--- src/rtl/sorter_sched_pkg.sv ---
// Shared constants for the sorter job scheduler: FSM state encoding and
// constellation (M) codes as seen on the sorter interface.
package sorter_sched_pkg;

    localparam logic [2:0] ST_IDLE    = 3'd0;
    localparam logic [2:0] ST_GRANT   = 3'd1;
    localparam logic [2:0] ST_RUN     = 3'd2;
    localparam logic [2:0] ST_DRAIN   = 3'd3;
    localparam logic [2:0] ST_RELEASE = 3'd4;

    localparam logic [1:0] M_QPSK   = 2'b00;
    localparam logic [1:0] M_QAM16  = 2'b01;
    localparam logic [1:0] M_QAM64  = 2'b10;
    localparam logic [1:0] M_QAM256 = 2'b11;

endpackage

--- src/rtl/rr_arbiter.sv ---
// Combinational round-robin winner select: first set req bit scanning upward from rr_ptr.
// With SCHED_STRICT_PRIO_EN defined, requester 0 wins outright and the rest rotate.
module rr_arbiter #(
    parameter int unsigned NUM_REQ = 4
) (
    input  logic [NUM_REQ-1:0]         req,
    input  logic [$clog2(NUM_REQ)-1:0] rr_ptr,
    output logic [NUM_REQ-1:0]         gnt,
    output logic [$clog2(NUM_REQ)-1:0] idx
);
    localparam int unsigned IDX_W = $clog2(NUM_REQ);

    logic [NUM_REQ-1:0]   cand;
    logic [2*NUM_REQ-1:0] dbl;
    logic [NUM_REQ-1:0]   rotated;
    logic [IDX_W:0]       sum;
    logic                 found;

    always_comb begin
        cand  = req;
        found = 1'b0;
        sum   = '0;
        gnt   = '0;
        idx   = '0;
`ifdef SCHED_STRICT_PRIO_EN
        if (req[0]) begin
            found = 1'b1;
        end
        cand[0] = 1'b0;
`endif
        // Rotate so bit 0 of 'rotated' is the requester at rr_ptr.
        dbl     = {cand, cand};
        rotated = NUM_REQ'(dbl >> rr_ptr);
        for (int i = 0; i < NUM_REQ; i++) begin
            if (!found && rotated[i]) begin
                found = 1'b1;
                sum   = {1'b0, rr_ptr} + (IDX_W+1)'(i);
            end
        end
        if (sum >= (IDX_W+1)'(NUM_REQ)) begin
            sum = sum - (IDX_W+1)'(NUM_REQ);
        end
        if (found) begin
            idx = sum[IDX_W-1:0];
            for (int j = 0; j < NUM_REQ; j++) begin
                gnt[j] = (sum == (IDX_W+1)'(j));
            end
        end
    end

endmodule

--- src/rtl/sorter_job_scheduler.sv ---
// Shares one constellation sorter among NUM_REQ requesters: arbitrate, run start burst,
// wait for done (with watchdog), ack. Optional macro: SCHED_STRICT_PRIO_EN.
module sorter_job_scheduler
    import sorter_sched_pkg::*;
#(
    parameter int unsigned NUM_REQ = 4,
    parameter int unsigned LEN_W   = 8,
    parameter int unsigned TIMEOUT = 64
) (
    input  logic                     clk,
    input  logic                     rst,
    input  logic [NUM_REQ-1:0]       req,
    input  logic [2*NUM_REQ-1:0]     req_m,
    input  logic [LEN_W*NUM_REQ-1:0] req_len,
    output logic [NUM_REQ-1:0]       gnt,
    output logic [NUM_REQ-1:0]       job_done,
    output logic                     sorter_start,
    output logic [1:0]               sorter_m,
    input  logic                     sorter_done,
    output logic                     busy,
    output logic                     err_timeout
);
    localparam int unsigned IDX_W = $clog2(NUM_REQ);
    localparam int unsigned WD_W  = (TIMEOUT > 1) ? $clog2(TIMEOUT) : 1;

    logic [2:0]         state_q, state_d;
    logic [IDX_W-1:0]   winner_q, winner_d;
    logic [IDX_W-1:0]   ptr_q, ptr_d, next_ptr;
    logic [LEN_W-1:0]   cnt_q, cnt_d;
    logic [WD_W-1:0]    wd_q, wd_d;
    logic [NUM_REQ-1:0] gnt_q, gnt_d;
    logic [NUM_REQ-1:0] done_q, done_d;
    logic               start_q, start_d;
    logic [1:0]         m_q, m_d;
    logic               busy_q, busy_d;
    logic               err_q, err_d;

    logic [NUM_REQ-1:0] arb_gnt;
    logic [IDX_W-1:0]   arb_idx;
    logic [1:0]         sel_m;
    logic [LEN_W-1:0]   sel_len;

    rr_arbiter #(
        .NUM_REQ (NUM_REQ)
    ) u_arb (
        .req    (req),
        .rr_ptr (ptr_q),
        .gnt    (arb_gnt),
        .idx    (arb_idx)
    );

    always_comb begin
        sel_m   = '0;
        sel_len = '0;
        for (int i = 0; i < NUM_REQ; i++) begin
            if (arb_gnt[i]) begin
                sel_m   = sel_m | req_m[2*i +: 2];
                sel_len = sel_len | req_len[LEN_W*i +: LEN_W];
            end
        end
    end

    assign next_ptr = (winner_q == IDX_W'(NUM_REQ - 1)) ? '0 : winner_q + IDX_W'(1);

    always_comb begin
        state_d  = state_q;
        winner_d = winner_q;
        ptr_d    = ptr_q;
        cnt_d    = cnt_q;
        wd_d     = wd_q;
        gnt_d    = gnt_q;
        done_d   = '0;
        start_d  = start_q;
        m_d      = m_q;
        busy_d   = busy_q;
        err_d    = 1'b0;
        case (state_q)
            ST_IDLE: begin
                if (|req) begin
                    state_d  = ST_GRANT;
                    winner_d = arb_idx;
                    gnt_d    = arb_gnt;
                    m_d      = sel_m;
                    cnt_d    = (sel_len == '0) ? LEN_W'(1) : sel_len;
                    busy_d   = 1'b1;
                end
            end
            ST_GRANT: begin
                state_d = ST_RUN;
                start_d = 1'b1;
            end
            ST_RUN: begin
                if (cnt_q == LEN_W'(1)) begin
                    state_d = ST_DRAIN;
                    start_d = 1'b0;
                    wd_d    = '0;
                end else begin
                    cnt_d = cnt_q - LEN_W'(1);
                end
            end
            ST_DRAIN: begin
                // A done arriving on the expiry cycle takes precedence over the watchdog.
                if (sorter_done) begin
                    state_d = ST_RELEASE;
                    done_d  = gnt_q;
                end else if (wd_q == WD_W'(TIMEOUT - 1)) begin
                    state_d = ST_RELEASE;
                    done_d  = gnt_q;
                    err_d   = 1'b1;
                end else begin
                    wd_d = wd_q + WD_W'(1);
                end
            end
            ST_RELEASE: begin
                state_d = ST_IDLE;
                gnt_d   = '0;
                busy_d  = 1'b0;
`ifdef SCHED_STRICT_PRIO_EN
                if (winner_q != '0) begin
                    ptr_d = next_ptr;
                end
`else
                ptr_d = next_ptr;
`endif
            end
            default: begin
                state_d = ST_IDLE;
                gnt_d   = '0;
                start_d = 1'b0;
                busy_d  = 1'b0;
            end
        endcase
    end

    always_ff @(posedge clk or negedge rst) begin
        if (!rst) begin
            state_q  <= ST_IDLE;
            winner_q <= '0;
            ptr_q    <= '0;
            cnt_q    <= '0;
            wd_q     <= '0;
            gnt_q    <= '0;
            done_q   <= '0;
            start_q  <= 1'b0;
            m_q      <= M_QPSK;
            busy_q   <= 1'b0;
            err_q    <= 1'b0;
        end else begin
            state_q  <= state_d;
            winner_q <= winner_d;
            ptr_q    <= ptr_d;
            cnt_q    <= cnt_d;
            wd_q     <= wd_d;
            gnt_q    <= gnt_d;
            done_q   <= done_d;
            start_q  <= start_d;
            m_q      <= m_d;
            busy_q   <= busy_d;
            err_q    <= err_d;
        end
    end

    assign gnt          = gnt_q;
    assign job_done     = done_q;
    assign sorter_start = start_q;
    assign sorter_m     = m_q;
    assign busy         = busy_q;
    assign err_timeout  = err_q;

endmodule

--- config.mk ---
export PLATFORM = sky130hd
export DESIGN_NAME = sorter_job_scheduler
export DESIGN_NICKNAME = d
export VERILOG_FILES = /design/src/rtl/sorter_sched_pkg.sv /design/src/rtl/rr_arbiter.sv /design/src/rtl/sorter_job_scheduler.sv
export SDC_FILE = /design/constraint.sdc
export NUM_CORES = 1
export LEC_CHECK = 0
export CAP_MARGIN = 10
export CORE_MARGIN = 4
export CORE_UTILIZATION = 51
export CTS_CLUSTER_SIZE = 10
export DETAILED_ROUTE_END_ITERATION = 8
export PLACE_DENSITY = 0.87
export SLEW_MARGIN = 15
export SYNTH_ARGS = -nofsm -noshare
export SYNTH_HDL_FRONTEND = slang
export SYNTH_SLANG_ARGS = --single-unit
--- constraint.sdc ---
create_clock -name clk -period 3.4 [get_ports clk]
set_clock_uncertainty 0.15 [all_clocks]
set_input_delay 0.51 -clock clk [delete_from_list [all_inputs] [get_ports clk]]
set_output_delay 0.51 -clock clk [all_outputs]
set_load 0.02 [all_outputs]
==> qor.txt <==
Synth Warn # - 0
Routed Antenna Nets - 0
Max-cap violations - 0
Worst setup path category - in -> reg
Fillers - 296
CTS root buf - clkbuf_8
Pre-CTS setup slack - 0.343 ns
Clk pin slew, worst setup/hold paths - 0.07 ns
Antenna violations before repair - 0
Num Clock Sinks - 34
Worst Tran Pin Value - 0.583 ns
FFs w/ async S/R, synth - 100%
Sw frac - 42.8%
Clock Power Share - 14.5%
Yosys reg bits - 34
WL final - 5420 um
Via count - 2026
Area Growth Syn to Fin - 32.8%
Crit start category - input port
# diodes - 0
Hpwl dp - 4200 um
Worst-case clock buffer depth - 2
CP max stage cell - clkdlybuf4s50_1
Syn Nets - 279
Cts bufs inserted - 5
I/O Buffers - 59
1st-iter DRT viols - 180
Cell Rows - 22
# Post-CTS Setup Buffers - 0
Nets@finish - 334
Drt first pass iters - 6
Final-report setup violation count - 0
Share of cells above drive strength 1 - 5.99%
Gr usage total - 22.0%
Slew Limit Headroom - 60.8%
Req. time, crit path - 3.41 ns
P_leak - 0.00115 uW
Worst hold path type - reg -> reg
Commonest cells after routing, fill and taps aside - clkdlybuf4s50_1 (59), dfrtp_1 (34), nor2_1 (23)
CTS tree - done
RD Place Congestion - 0.943
Fin. max-slew vios - 0
Maximum vdd drop - 0.497 mV
CTS resizes - 0
Final min period - 2.81 ns
Worst-path cell chain - clkdlybuf4s50_1 -> and3b_1 -> o31a_1 -> and2_1 -> a2111oi_0 -> a211o_1 -> o21ai_0
Ports - 60
Sw Pwr - 913 uW
Fin worst setup slack - 0.587 ns
Die ar. - 0.00515 sq mm
Pwr Density - 775 mW/mm^2
Largest net degree at the start of global routing - 35
CP Capture Type - flip-flop
Die W - 71.8 um
Grt ovf - 0
Hold Violations, Final - 0
Int Pwr - 1220 uW
Seq pwr share - 33.6%
Clk Latency, worst-skew pair - 0.29 ns
Combinational share of power - 51.9%
Status - completed
Post-Syn Instances - 228
Seq/Total Area, Yosys - 41.0%
RSZ-0062 raised after global routing - false
Vias in the first global route - 1963
Average size of a mapped cell - 9.09 sq um
H-tree depth - 2
Post-Syn Area - 0.00207 sq mm
Cell variety after synth - 52
Commonest non-fill, non-tap cell in the layout - clkdlybuf4s50_1
WL per Instance - 16.3 um
Post-CTS Hold Fix Bufs - 0
Core area - 0.00380 sq mm
Die Ht - 71.8 um
Top FF cell, synth - dfrtp_1
Crit path DAT - 2.82 ns
DRC viols - 0
Vias/cell - 6.10
Highest Clock Rate - 356 MHz
Final Cycle Share - 82.7%
EDFF count, synth - 0
First-pass GRT wire length - 8910 um
Crit-path max FO - 14
Final TNS setup - 0 ns
Starting Density - 54.6%
CP peak stage delay - 0.74 ns
## logic make-up (layout without fill, tap and decap cells)
logic type | Yosys count | after routing | synth area share [%]
AND/OR/NAND/NOR | 82 | 82 | 20.2
multiplexers | 8 | 8 | 3.98
AO/OA/AOI/OAI | 81 | 81 | 27.3
buffers and inverters | 18 | 74 | 4.59
XOR/XNOR | 1 | 1 | 0.423
flip-flops | 34 | 34 | 41.0
adder cells (fa/ha/maj) | 4 | 4 | 2.41
## Yosys cell counts, drive strengths merged, types with 3 or more instances
cell type	count	area (sq um)
a21oi	14	70.1
a221oi	6	52.6
a222oi	3	30.0
a22o	5	43.8
a31oi	3	18.8
and2	6	37.5
buf	7	53.8
clkbuf	6	22.5
dfrtp	34	851
ha	4	50.1
inv	5	18.8
mux2i	6	60.1
nand2	17	63.8
nand2b	5	31.3
nand3	7	35.0
nand4	3	18.8
nor2	23	86.3
nor3	5	25.0
o21ai	21	105
o2bb2ai	4	35.0
## state kept, by name, summed over array words and instances (netlist names)
name and count:
busy 1, cnt_q 8, err_timeout 1, gnt 4
job_done 4, ptr_q 2, sorter_m 2, sorter_start 1
state_q 3, wd_q 6, winner_q 2
## layout make-up
type | instances | area [sq um] | share of cell area [%]
clock buffer | 7 | 86.3 | 3.13
timing repair buffer | 61 | 606 | 22.0
multi-input combinational | 176 | 1130 | 40.9
clock inverter | 1 | 5.00 | 0.182
tap | 48 | 60.1 | 2.18
sequential | 34 | 851 | 30.9
inverter | 5 | 18.8 | 0.682
## worst max-delay path: cells and delay by family
kind	cells	cell delay (ns)
buffers and inverters	1	0.74
AOI/OAI and AO/OA	4	1.11
and+or+nand+nor	2	0.46
## worst paths after layout
| path | startpoint | endpoint | slack (ns) | cells past startpoint |
|---|---|---|---|---|
| setup / recovery | req[3] | cnt_q[1] | 0.59 | 7 |
| hold / removal | busy | busy | 0.35 | 2 |
| setup reg to reg | state_q[2] | cnt_q[2] | 0.78 | 5 |
| hold reg to reg | busy | busy | 0.35 | 2 |
| max in group asynchronous | rst | winner_q[1] | 2.30 | 2 |
| min in group asynchronous | rst | wd_q[4] | 0.48 | 2 |
## routing by layer
| metal | part of all wire (%) | track usage (%) |
|---|---|---|
| met1 | 44 | 28.1 |
| met2 | 46 | 36.0 |
| met3 | 8.3 | 5.61 |
| met4 | 1.9 | 7.72 |
| met5 | 0 | 0 |
## metrics by stage
step                cell area [sq um]  total power, uW  std cells  hold WS (ns)  util (%)
CTS                              2750             2130        332         0.351      72.5
global route                     2750             2300        332         0.370      72.5
detailed placement               2660             1820        324         0.342      70.1
floorplan                        2070             1500        228        0.0644         -
finish                           2750             2130        332         0.353      72.5
global placement                 2660             1790        324         0.333      70.1
## power by group through the flow
stage	logic, uW	clock network, uW	registers (uW)
final	1110	310	718
after CTS	1100	312	714
after detailed placement	1100	0	720
after floorplan	791	0	714
after global placement	1070	0	721
after global routing	1230	332	742
(Power assumes the default switching activity.)
